===== config.mk =====
export PLATFORM = sky130hd
export DESIGN_NAME = mc_alu_issue_ctrl_flat
export DESIGN_NICKNAME = d
export VERILOG_FILES = /design/src/rtl/mc_alu_issue_ctrl_pkg.sv /design/src/rtl/mc_alu_issue_ctrl_if.sv /design/src/rtl/mc_result_fifo.sv /design/src/rtl/mc_alu_issue_ctrl.sv /design/src/flat_wrapper.sv
export SDC_FILE = /design/constraint.sdc
export NUM_CORES = 1
export LEC_CHECK = 0
export ABC_AREA = 1
export CORE_ASPECT_RATIO = 1.25
export CORE_MARGIN = 2
export CORE_UTILIZATION = 54
export CTS_CLUSTER_SIZE = 20
export DETAILED_ROUTE_END_ITERATION = 7
export PLACE_DENSITY_LB_ADDON = 0.15
export SLEW_MARGIN = 20
export SYNTH_ARGS = -nofsm -noshare
export SYNTH_HDL_FRONTEND = slang
export SYNTH_SLANG_ARGS = --single-unit
export TNS_END_PERCENT = 1

===== constraint.sdc =====
create_clock -name clk -period 8.33 [get_ports clk]
set_input_delay 1.666 -clock clk [delete_from_list [all_inputs] [get_ports clk]]
set_output_delay 1.666 -clock clk [all_outputs]
set_load 0.01 [all_outputs]

===== src/rtl/mc_alu_issue_ctrl_pkg.sv =====
// Shared widths, operation codes and record types for the multi-cycle ALU issue controller.
// Optional build macro used by the top level: MC_ISSUE_WB_BYPASS_EN.
package mc_alu_issue_ctrl_pkg;

  localparam int DATA_WIDTH    = 32;
  localparam int REG_IDX_WIDTH = 5;
  localparam int NUM_REGS      = 2 ** REG_IDX_WIDTH;
  localparam int ALU_LATENCY   = 4;
  localparam int OP_WIDTH      = 6;

  localparam logic [OP_WIDTH-1:0] OP_NOP  = 6'h00;
  localparam logic [OP_WIDTH-1:0] OP_ADD  = 6'h01;
  localparam logic [OP_WIDTH-1:0] OP_SUB  = 6'h02;
  localparam logic [OP_WIDTH-1:0] OP_AND  = 6'h03;
  localparam logic [OP_WIDTH-1:0] OP_OR   = 6'h04;
  localparam logic [OP_WIDTH-1:0] OP_XOR  = 6'h05;
  localparam logic [OP_WIDTH-1:0] OP_IMUL = 6'h06;

  typedef struct packed {
    logic                     valid;
    logic [REG_IDX_WIDTH-1:0] dest;
  } tag_t;

  typedef struct packed {
    logic [REG_IDX_WIDTH-1:0] dest;
    logic [DATA_WIDTH-1:0]    result;
  } res_entry_t;

endpackage


===== src/rtl/mc_alu_issue_ctrl_if.sv =====
// Issue, ALU and writeback signals of the issue controller.
// Handshakes: a transfer happens in a cycle where valid & ready are both high; valid never depends on ready.
interface mc_alu_issue_ctrl_if;
  import mc_alu_issue_ctrl_pkg::*;

  logic                     issue_valid_i;
  logic                     issue_ready_o;
  logic [OP_WIDTH-1:0]      issue_op_i;
  logic [REG_IDX_WIDTH-1:0] issue_dest_i;
  logic                     issue_src1_valid_i;
  logic                     issue_src2_valid_i;
  logic [REG_IDX_WIDTH-1:0] issue_src1_i;
  logic [REG_IDX_WIDTH-1:0] issue_src2_i;
  logic [DATA_WIDTH-1:0]    issue_operand1_i;
  logic [DATA_WIDTH-1:0]    issue_operand2_i;
  logic [OP_WIDTH-1:0]      alu_operation_o;
  logic [DATA_WIDTH-1:0]    alu_operand1_o;
  logic [DATA_WIDTH-1:0]    alu_operand2_o;
  logic [DATA_WIDTH-1:0]    alu_result_i;
  logic                     wb_valid_o;
  logic                     wb_ready_i;
  logic [REG_IDX_WIDTH-1:0] wb_dest_o;
  logic [DATA_WIDTH-1:0]    wb_result_o;
  logic                     idle_o;

  modport slave (
    input  issue_valid_i, issue_op_i, issue_dest_i,
           issue_src1_valid_i, issue_src2_valid_i, issue_src1_i, issue_src2_i,
           issue_operand1_i, issue_operand2_i, alu_result_i, wb_ready_i,
    output issue_ready_o, alu_operation_o, alu_operand1_o, alu_operand2_o,
           wb_valid_o, wb_dest_o, wb_result_o, idle_o
  );

  modport master (
    output issue_valid_i, issue_op_i, issue_dest_i,
           issue_src1_valid_i, issue_src2_valid_i, issue_src1_i, issue_src2_i,
           issue_operand1_i, issue_operand2_i, alu_result_i, wb_ready_i,
    input  issue_ready_o, alu_operation_o, alu_operand1_o, alu_operand2_o,
           wb_valid_o, wb_dest_o, wb_result_o, idle_o
  );
endinterface


===== src/rtl/mc_result_fifo.sv =====
// Synchronous in-order FIFO with occupancy count; simultaneous push and pop leave the count unchanged.
module mc_result_fifo #(
  parameter int WIDTH = 8,
  parameter int DEPTH = 4
) (
  input  logic                       clk,
  input  logic                       reset,
  input  logic                       push,
  input  logic [WIDTH-1:0]           push_data,
  input  logic                       pop,
  output logic [WIDTH-1:0]           pop_data,
  output logic                       empty,
  output logic [$clog2(DEPTH):0]     count
);
  localparam int AW = $clog2(DEPTH);

  logic [WIDTH-1:0] mem [DEPTH];
  logic [AW-1:0]    wr_ptr;
  logic [AW-1:0]    rd_ptr;
  logic             full;

  assign empty    = (count == '0);
  assign full     = (count == (AW+1)'(DEPTH));
  assign pop_data = mem[rd_ptr];

  always_ff @(posedge clk) begin
    if (reset) begin
      wr_ptr <= '0;
      rd_ptr <= '0;
      count  <= '0;
    end else begin
      if (push) wr_ptr <= wr_ptr + AW'(1);
      if (pop)  rd_ptr <= rd_ptr + AW'(1);
      case ({push, pop})
        2'b10:   count <= count + (AW+1)'(1);
        2'b01:   count <= count - (AW+1)'(1);
        default: count <= count;
      endcase
    end
  end

  always_ff @(posedge clk) begin
    if (push && !reset) mem[wr_ptr] <= push_data;
  end

  // Issue credit reserves a slot for every op in flight, so a full FIFO never sees a push.
  always_ff @(posedge clk) begin
    if (!reset) assert (!(push && full));
  end
endmodule


===== src/rtl/mc_alu_issue_ctrl.sv =====
// Issue/writeback controller for the fixed-latency ALU: scoreboard, tag pipeline, result FIFO, credit.
// Build option MC_ISSUE_WB_BYPASS_EN lets a same-cycle writeback clear a hazard.
module mc_alu_issue_ctrl
  import mc_alu_issue_ctrl_pkg::*;
#(
  parameter int FIFO_DEPTH = 4
) (
  input logic                clk,
  input logic                reset,
  mc_alu_issue_ctrl_if.slave bus
);
  localparam int NSTG = ALU_LATENCY - 1;
  localparam int CW   = $clog2(FIFO_DEPTH) + 1;
  localparam int SW   = $clog2(NSTG + FIFO_DEPTH + 1) + 1;

  tag_t                stage_q [NSTG];
  logic [NUM_REGS-1:0] pending_q;
  logic [NUM_REGS-1:0] eff_pending;
  logic [NUM_REGS-1:0] set_mask;
  logic [NUM_REGS-1:0] clr_mask;
  logic                ready;
  logic                fire;
  logic                hazard;
  logic                credit;
  logic                push;
  logic                wb_valid;
  logic                wb_fire;
  logic                fifo_empty;
  logic [CW-1:0]       fifo_count;
  logic [SW-1:0]       inflight;
  res_entry_t          push_entry;
  res_entry_t          head;

  always_comb begin
    inflight = '0;
    for (int i = 0; i < NSTG; i++) inflight = inflight + SW'(stage_q[i].valid);
  end

  // A pop this cycle is deliberately not counted: credit comes only from registered occupancy.
  assign credit = (inflight + SW'(fifo_count)) < SW'(FIFO_DEPTH);

`ifdef MC_ISSUE_WB_BYPASS_EN
  assign eff_pending = pending_q & ~clr_mask;
`else
  assign eff_pending = pending_q;
`endif

  assign hazard = (bus.issue_src1_valid_i & eff_pending[bus.issue_src1_i])
                | (bus.issue_src2_valid_i & eff_pending[bus.issue_src2_i])
                | eff_pending[bus.issue_dest_i];

  assign ready             = !reset & !hazard & credit;
  assign fire              = bus.issue_valid_i & ready;
  assign bus.issue_ready_o = ready;

  assign bus.alu_operation_o = fire ? bus.issue_op_i : OP_NOP;
  assign bus.alu_operand1_o  = bus.issue_operand1_i;
  assign bus.alu_operand2_o  = bus.issue_operand2_i;

  always_ff @(posedge clk) begin
    if (reset) begin
      for (int i = 0; i < NSTG; i++) stage_q[i] <= '0;
    end else begin
      stage_q[0] <= '{valid: fire, dest: bus.issue_dest_i};
      for (int i = 1; i < NSTG; i++) stage_q[i] <= stage_q[i-1];
    end
  end

  // The last tag stage lines up with the cycle the ALU result is on alu_result_i.
  assign push       = stage_q[NSTG-1].valid;
  assign push_entry = '{dest: stage_q[NSTG-1].dest, result: bus.alu_result_i};

  mc_result_fifo #(
    .WIDTH ($bits(res_entry_t)),
    .DEPTH (FIFO_DEPTH)
  ) u_fifo (
    .clk       (clk),
    .reset     (reset),
    .push      (push),
    .push_data (push_entry),
    .pop       (wb_fire),
    .pop_data  (head),
    .empty     (fifo_empty),
    .count     (fifo_count)
  );

  assign wb_valid        = !fifo_empty & !reset;
  assign wb_fire         = wb_valid & bus.wb_ready_i;
  assign bus.wb_valid_o  = wb_valid;
  assign bus.wb_dest_o   = head.dest;
  assign bus.wb_result_o = head.result;
  assign bus.idle_o      = (inflight == '0) & fifo_empty;

  assign set_mask = fire    ? (NUM_REGS'(1) << bus.issue_dest_i) : '0;
  assign clr_mask = wb_fire ? (NUM_REGS'(1) << head.dest)        : '0;

  // Set after clear: a new op to the register being written back keeps it pending.
  always_ff @(posedge clk) begin
    if (reset) pending_q <= '0;
    else       pending_q <= (pending_q & ~clr_mask) | set_mask;
  end
endmodule


===== src/flat_wrapper.sv =====
// flat-port wrapper written by rule: the top's interface ports become plain ports
module mc_alu_issue_ctrl_flat import mc_alu_issue_ctrl_pkg::*;
#(
  parameter int FIFO_DEPTH = 4
)
  (clk, reset, bus_issue_valid_i, bus_issue_op_i, bus_issue_dest_i, bus_issue_src1_valid_i, bus_issue_src2_valid_i, bus_issue_src1_i, bus_issue_src2_i, bus_issue_operand1_i, bus_issue_operand2_i, bus_alu_result_i, bus_wb_ready_i, bus_issue_ready_o, bus_alu_operation_o, bus_alu_operand1_o, bus_alu_operand2_o, bus_wb_valid_o, bus_wb_dest_o, bus_wb_result_o, bus_idle_o);
  mc_alu_issue_ctrl_if bus_i ();
  input logic clk;
  input logic reset;
  input wire logic [$bits(bus_i.issue_valid_i)-1:0] bus_issue_valid_i;
  input wire logic [$bits(bus_i.issue_op_i)-1:0] bus_issue_op_i;
  input wire logic [$bits(bus_i.issue_dest_i)-1:0] bus_issue_dest_i;
  input wire logic [$bits(bus_i.issue_src1_valid_i)-1:0] bus_issue_src1_valid_i;
  input wire logic [$bits(bus_i.issue_src2_valid_i)-1:0] bus_issue_src2_valid_i;
  input wire logic [$bits(bus_i.issue_src1_i)-1:0] bus_issue_src1_i;
  input wire logic [$bits(bus_i.issue_src2_i)-1:0] bus_issue_src2_i;
  input wire logic [$bits(bus_i.issue_operand1_i)-1:0] bus_issue_operand1_i;
  input wire logic [$bits(bus_i.issue_operand2_i)-1:0] bus_issue_operand2_i;
  input wire logic [$bits(bus_i.alu_result_i)-1:0] bus_alu_result_i;
  input wire logic [$bits(bus_i.wb_ready_i)-1:0] bus_wb_ready_i;
  output wire logic [$bits(bus_i.issue_ready_o)-1:0] bus_issue_ready_o;
  output wire logic [$bits(bus_i.alu_operation_o)-1:0] bus_alu_operation_o;
  output wire logic [$bits(bus_i.alu_operand1_o)-1:0] bus_alu_operand1_o;
  output wire logic [$bits(bus_i.alu_operand2_o)-1:0] bus_alu_operand2_o;
  output wire logic [$bits(bus_i.wb_valid_o)-1:0] bus_wb_valid_o;
  output wire logic [$bits(bus_i.wb_dest_o)-1:0] bus_wb_dest_o;
  output wire logic [$bits(bus_i.wb_result_o)-1:0] bus_wb_result_o;
  output wire logic [$bits(bus_i.idle_o)-1:0] bus_idle_o;
  assign bus_i.issue_valid_i = bus_issue_valid_i;
  assign bus_i.issue_op_i = bus_issue_op_i;
  assign bus_i.issue_dest_i = bus_issue_dest_i;
  assign bus_i.issue_src1_valid_i = bus_issue_src1_valid_i;
  assign bus_i.issue_src2_valid_i = bus_issue_src2_valid_i;
  assign bus_i.issue_src1_i = bus_issue_src1_i;
  assign bus_i.issue_src2_i = bus_issue_src2_i;
  assign bus_i.issue_operand1_i = bus_issue_operand1_i;
  assign bus_i.issue_operand2_i = bus_issue_operand2_i;
  assign bus_i.alu_result_i = bus_alu_result_i;
  assign bus_i.wb_ready_i = bus_wb_ready_i;
  assign bus_issue_ready_o = bus_i.issue_ready_o;
  assign bus_alu_operation_o = bus_i.alu_operation_o;
  assign bus_alu_operand1_o = bus_i.alu_operand1_o;
  assign bus_alu_operand2_o = bus_i.alu_operand2_o;
  assign bus_wb_valid_o = bus_i.wb_valid_o;
  assign bus_wb_dest_o = bus_i.wb_dest_o;
  assign bus_wb_result_o = bus_i.wb_result_o;
  assign bus_idle_o = bus_i.idle_o;
  mc_alu_issue_ctrl #(.FIFO_DEPTH(FIFO_DEPTH)) u_core (.clk(clk), .reset(reset), .bus(bus_i));
endmodule

Word-level counts from Yosys, hierarchy flattened:

Memories as Yosys holds them, arrays and structs flattened. A register that Yosys moved wholly into a read port is not among the register bits.
Cells that the tools add are included.

* add/sub/neg operators: 7
* order comparisons: 4
* equal/unequal tests: 2
* shifts and indexed selects: 2
* multiplexer cells: 20
* bitwise logic cells: 16
* reductions and logical operators: 7

Operators by type and width (number)
* two-way mux 32 bit: 2
* << shifter 1 x 5 -> 32 bit, first input constant: 2
* AND 32 bit: 1
* NOT 32 bit: 1
* bitwise OR 32 bit: 1
* two-way mux 6 bit: 4
* less-than comparator 5 x 6 -> 1 bit, second input constant: 3
* binary-select mux 1 bit (select 5 bit): 3
* AND 1 bit: 8
* two-way mux 1 bit: 8
* case mux 3 bit (2 select lines): 1
* bitwise OR 1 bit: 5
* adder 2 x 1 -> 2 bit, second input constant: 2
* adder 4 x 1 -> 4 bit: 1
* adder 4 x 3 -> 4 bit: 1
* zero test 4 bit: 1
* less-than comparator 4 x 3 -> 1 bit, second input constant: 1
* two-way mux 2 bit: 2
* adder 3 x 1 -> 3 bit, second input constant: 1
* zero test 1 bit: 3
* zero test 3 bit: 1
* subtractor 3 x 1 -> 3 bit, second input constant: 1
* adder 1 x 1 -> 2 bit: 1
* equality test 2 x 1 -> 1 bit, second input constant: 1
* other kinds (3): 3

* register bits: 39
* bits in writable memories: 166
* output and inout port bits: 110
* word-level logic and storage cells: 64
* memories: 2

Memories
* u_core.u_fifo.mem: words 4, width 37, read ports 1, clocked after memory_dff 1, wr ports 1, RTL line mc_result_fifo.sv:17 `logic [WIDTH-1:0] mem [DEPTH];`
* u_core.stage_q: words 3, width 6, read ports 3, clocked after memory_dff 0, wr ports 3, RTL line mc_alu_issue_ctrl.sv:16 `tag_t stage_q [NSTG];`

Logic depth before layout (Yosys ltp):

* depth in word-level cells: 11
* depth in mapped cells: 16
* mapped depth without buffers: 14

By module:

Synthesis repeated with hierarchy kept, for this count alone.

* cell total of the unflattened synthesis: 1014
* area total of the unflattened synthesis: 9678.0 um2

By module, submodules not included
* mc_result_fifo: instances 1, cells each 416, area an instance 5930.7 um2, sequential area each 4624.4 um2
* mc_alu_issue_ctrl: instances 1, cells each 598, area an instance 3747.3 um2, sequential area each 1001.0 um2

Worst setup path before layout:

No wires, ideal clock.

* path kind: input to output
* from: in bus_issue_dest_i[0]
* to: out bus_alu_operation_o[0]
* data arrival time: 2.988 ns
* required time: 6.664 ns
* slack: 3.676 ns
* stages on the path: 15
* cell sequence: buf_6 -> buf_4 -> nand2_1 -> o21ai_0 -> nand2_1 -> nand3_1 -> nand3_1 -> nand2_1 -> nand2_1 -> nand3_2 -> nor2_4 -> nand2_1 -> inv_2 -> nand2_4 -> nor2_2

* cells in the longest elaborated chain, start to end: 8

RTL lines
* from (decl): RTL line flat_wrapper.sv:12 `input wire logic [$bits(bus_i.issue_dest_i)-1:0] bus_issue_dest_i;`
* binary-select mux 1 bit (select 5 bit): RTL line mc_alu_issue_ctrl.sv:50 `| eff_pending[bus.issue_dest_i];`
* two-way mux 1 bit (implied by the code): RTL line mc_alu_issue_ctrl.sv:50
* bitwise OR 1 bit: RTL line mc_alu_issue_ctrl.sv:50
* zero test 1 bit: RTL line mc_alu_issue_ctrl.sv:52 `assign ready = !reset & !hazard & credit;`
* AND 1 bit (2 in series): RTL line mc_alu_issue_ctrl.sv:52
* net bus_issue_ready_o: RTL line flat_wrapper.sv:21 `output wire logic [$bits(bus_i.issue_ready_o)-1:0] bus_issue_ready_o;`
* AND 1 bit: RTL line mc_alu_issue_ctrl.sv:53 `assign fire = bus.issue_valid_i & ready;`
* two-way mux 6 bit: RTL line mc_alu_issue_ctrl.sv:56 `assign bus.alu_operation_o = fire ? bus.issue_op_i : OP_NOP;`
* to (decl): RTL line flat_wrapper.sv:22 `output wire logic [$bits(bus_i.alu_operation_o)-1:0] bus_alu_operation_o;`

The timed path passes the listed nets, and every way through them passes these cells. The select of a mux whose other input is x is not followed.

Final worst setup path:

* from: in bus_issue_dest_i[0]
* to: out bus_alu_operation_o[1]

* cells in the longest elaborated chain, start to end: 8

RTL lines (RTL line)
* binary-select mux 1 bit (select 5 bit): mc_alu_issue_ctrl.sv:50
* two-way mux 1 bit (implied by the code): mc_alu_issue_ctrl.sv:50
* bitwise OR 1 bit: mc_alu_issue_ctrl.sv:50
* zero test 1 bit: mc_alu_issue_ctrl.sv:52
* AND 1 bit (2 in series): mc_alu_issue_ctrl.sv:52
* AND 1 bit: mc_alu_issue_ctrl.sv:53
* two-way mux 6 bit: mc_alu_issue_ctrl.sv:56

No other way between the ends. The select of a mux whose other input is x is not followed.

==> reports/summary.txt <==
1st-iter DRT viols: 512
cts hold-fix bufs: 0
post_cts resized: 0
Clk Latency, worst-skew pair: 480 ps
Main synth FF type: edfxtp_1
hpwl dp: 14.68 mm
Synth Register Bits: 207
slew margin rel.: 37.39%
TritonCTS clock tree: yes
first-pass GRT wire length: 35.84 mm
Final Hold Viols: 0
vias in the first global route: 6901
xor and xnor area share after synthesis: 0%
Die H: 154.6 um
io pins: 233
LEAKAGE: 3.933 nW
FILL cells: 1536
setup TNS: 0 ps
Synth Area in Adders: 1.686%
CP Max Fanout: 33
Clock Skew: 9.676 ps
1st-pass router iterations: 6
asr flop ratio synth: 0%
synth warn: 0
DR vias: 7189
crit path time final: 6609 ps
Worst-Margin Slew: 939.1 ps
area grow syn2layout: 13.33%
Synth cell types: 40
DP Worst Slack: 1685 ps
postcts setup bufs: 0
H-Tree Depth: 1
worst hold path type: reg -> reg
Max-Cap Viols: 0
dominant combinational cell family by area after synthesis: simple AND/OR/NAND/NOR gates
Post-Synth Simple-Gate Area: 17.89%
row count: 55
RSZ-0062 raised after global routing: no
ANT nets after route: 0
Synth Instances: 1032
Crit. End Element: primary output
CTS Buf Count: 21
final setup margin: 1721 ps
Compound-Gate Fraction of Synth Area: 11.95%
DRC Markers: 0
multiplexer share of the synthesized area: 0%
die width: 124.5 um
fin nets: 1180
Starting Density: 54.52%
port bufs: 104
Avg WL per Cell: 17.49 um
Req. time, crit path: 6660 ps
Worst Setup Start Kind: input pin
die footprint: 19240 um2
diode count: 0
antenna violations before repair: 0
Placer Congestion: 0.8812
post-synthesis sequential area ratio: 57.44%
Via density: 5.586
commonest cells in the netlist: nand2_1 (149), edfxtp_1 (148), nor2_1 (135), o21ai_0 (113), buf_4 (70)
Core Box Area: 17960 um2
Final period util: 79.34%
fmax: 151.3 MHz
clk root buf: clkbuf_16
count leader, synth: nand2_1
clk sinks: 207
top cell type's share of synthesized area: 45.38%
top cells by area, synth: edfxtp_1 (45%), dfxtp_1 (12%), o21ai_0 (5.8%), nand2_1 (5.7%), buf_4 (5.4%)
maximum buffer depth of the clock tree: 3
Mapped Nets: 1167
Slew Limit Fails: 0
final WL: 22.51 mm
status: completed
number of flops mapped to enable cells by yosys: 148
layout cells sized above 1: 7.082%
# setup viols final: 0
synthesized area per cell: 9.489 um2
grt total ovfl: 0
gr usage total: 22.93%
Yosys top cell by area: edfxtp_1
cell area after synthesis: 9793 um2
largest net degree at the start of global routing: 76
Crit path arrival time: 4940 ps
register clock-pin slew on the reported worst setup and hold paths: 60 ps
pwr/cell area: 197.8 nW/um2
Worst Path Class, Setup: in -> out
VDD IR-drop max: 0.1433 mV
==> cell families after synthesis <==
logic type	count (synthesis)
DFF	207
and+or+nand+nor	404
adders and majority gates	12
AOI/OAI and AO/OA	214
buffers and inverters	195
==> final timing paths <==
path                                                 startpoint                          endpoint  slack, ps  cells past startpoint
worst max-delay path                        bus_issue_dest_i[0]            bus_alu_operation_o[1]       1720                     17
worst min register to register  u_core.stage_q[0][2]$_SDFF_PP0_   u_core.stage_q[0][8]$_SDFF_PP0_        400                      2
worst max register to register                        flip-flop  u_core.eff_pending[1]$_SDFF_PP0_       4800                      8
worst min-delay path            u_core.stage_q[0][2]$_SDFF_PP0_   u_core.stage_q[0][8]$_SDFF_PP0_        400                      2
==> where the power goes <==
part	total [mW]	internal, mW	switching, mW
logic	0.159	0.0648	0.0944
registers	1.11	1.11	0.00441
clock network	0.924	0.555	0.369
total	2.20	1.73	0.468
==> area by class of cell <==
class / count / area, um2 / share of cell area, %
Clock buffer: 23 / 533.0 / 4.803
Clock inverter: 14 / 150.1 / 1.353
Inverter: 68 / 257.7 / 2.322
Multi-Input combinational cell: 630 / 3117 / 28.08
Sequential cell: 207 / 5627 / 50.70
Tap cell: 228 / 285.3 / 2.570
Timing Repair Buffer: 117 / 1129 / 10.17
==> registers in the layout, indices dropped and copies added, names as in the netlist, named ones only <==
| signal | count |
|---|---|
| u_core.u_fifo.rd_ptr | 2 |
| u_core.u_fifo.count | 3 |
| u_core.u_fifo.wr_ptr | 2 |
| u_core.stage_q | 18 |
| u_core.eff_pending | 32 |
| u_core.u_fifo.mem | 148 |
==> cell usage in the layout (no fill, tap or decap), types with 3 or more instances in the layout <==
cell type	synthesis	final
nand2_1	149	149
edfxtp_1	148	148
nor2_1	135	131
o21ai_0	113	113
clkdlybuf4s50_1	0	102
nand3_1	63	63
inv_1	61	60
dfxtp_1	59	58
a21oi_1	52	52
o22ai_1	33	33
nand4_1	32	32
clkbuf_16	0	21
buf_4	70	13
ha_1	10	10
clkinv_1	3	7
nand2_2	7	7
nor2_2	6	6
o21ai_1	5	5
nor2_4	1	5
nor4_1	5	5
inv_2	3	4
clkinv_2	0	3
bufinv_16	0	3
==> worst max-delay path, cell delays in order <==
cell             delay (ps)
clkdlybuf4s50_1        1040
inv_4                   200
nand2_2                 100
nand2_1                  50
nand2_1                  60
nand3_1                  90
nand3_1                 100
nand2_1                  60
nand2_1                  70
nand3_2                 120
nor2_4                  110
buf_4                   300
nand2_1                 110
inv_2                    90
nand2_4                  80
nor2_2                  120
clkdlybuf4s50_1         540
==> metrics by stage <==
stage                     hold slack (ps)  total power [mW]  std cells  util (%)  area [um2]
final                               403.6             2.195       1287     61.79       11100
after CTS                           404.7             2.216       1287     61.82       11100
after floorplan                     388.3             1.256       1032         -        9793
after detailed placement            393.8             1.293       1250     58.01       10420
after global routing                416.9             2.274       1287     61.79       11100
after global placement              388.9             1.291       1250     58.01       10420
==> metal layers <==
metal	vias up	global-route usage [%]	share of wire, %
met3	82	3.424	5.9
li1	3519	-	-
met1	3320	27.44	38
met5	-	0	0
met4	0	10.01	4.3
met2	268	41.14	51
(Power assumes the default switching activity.)
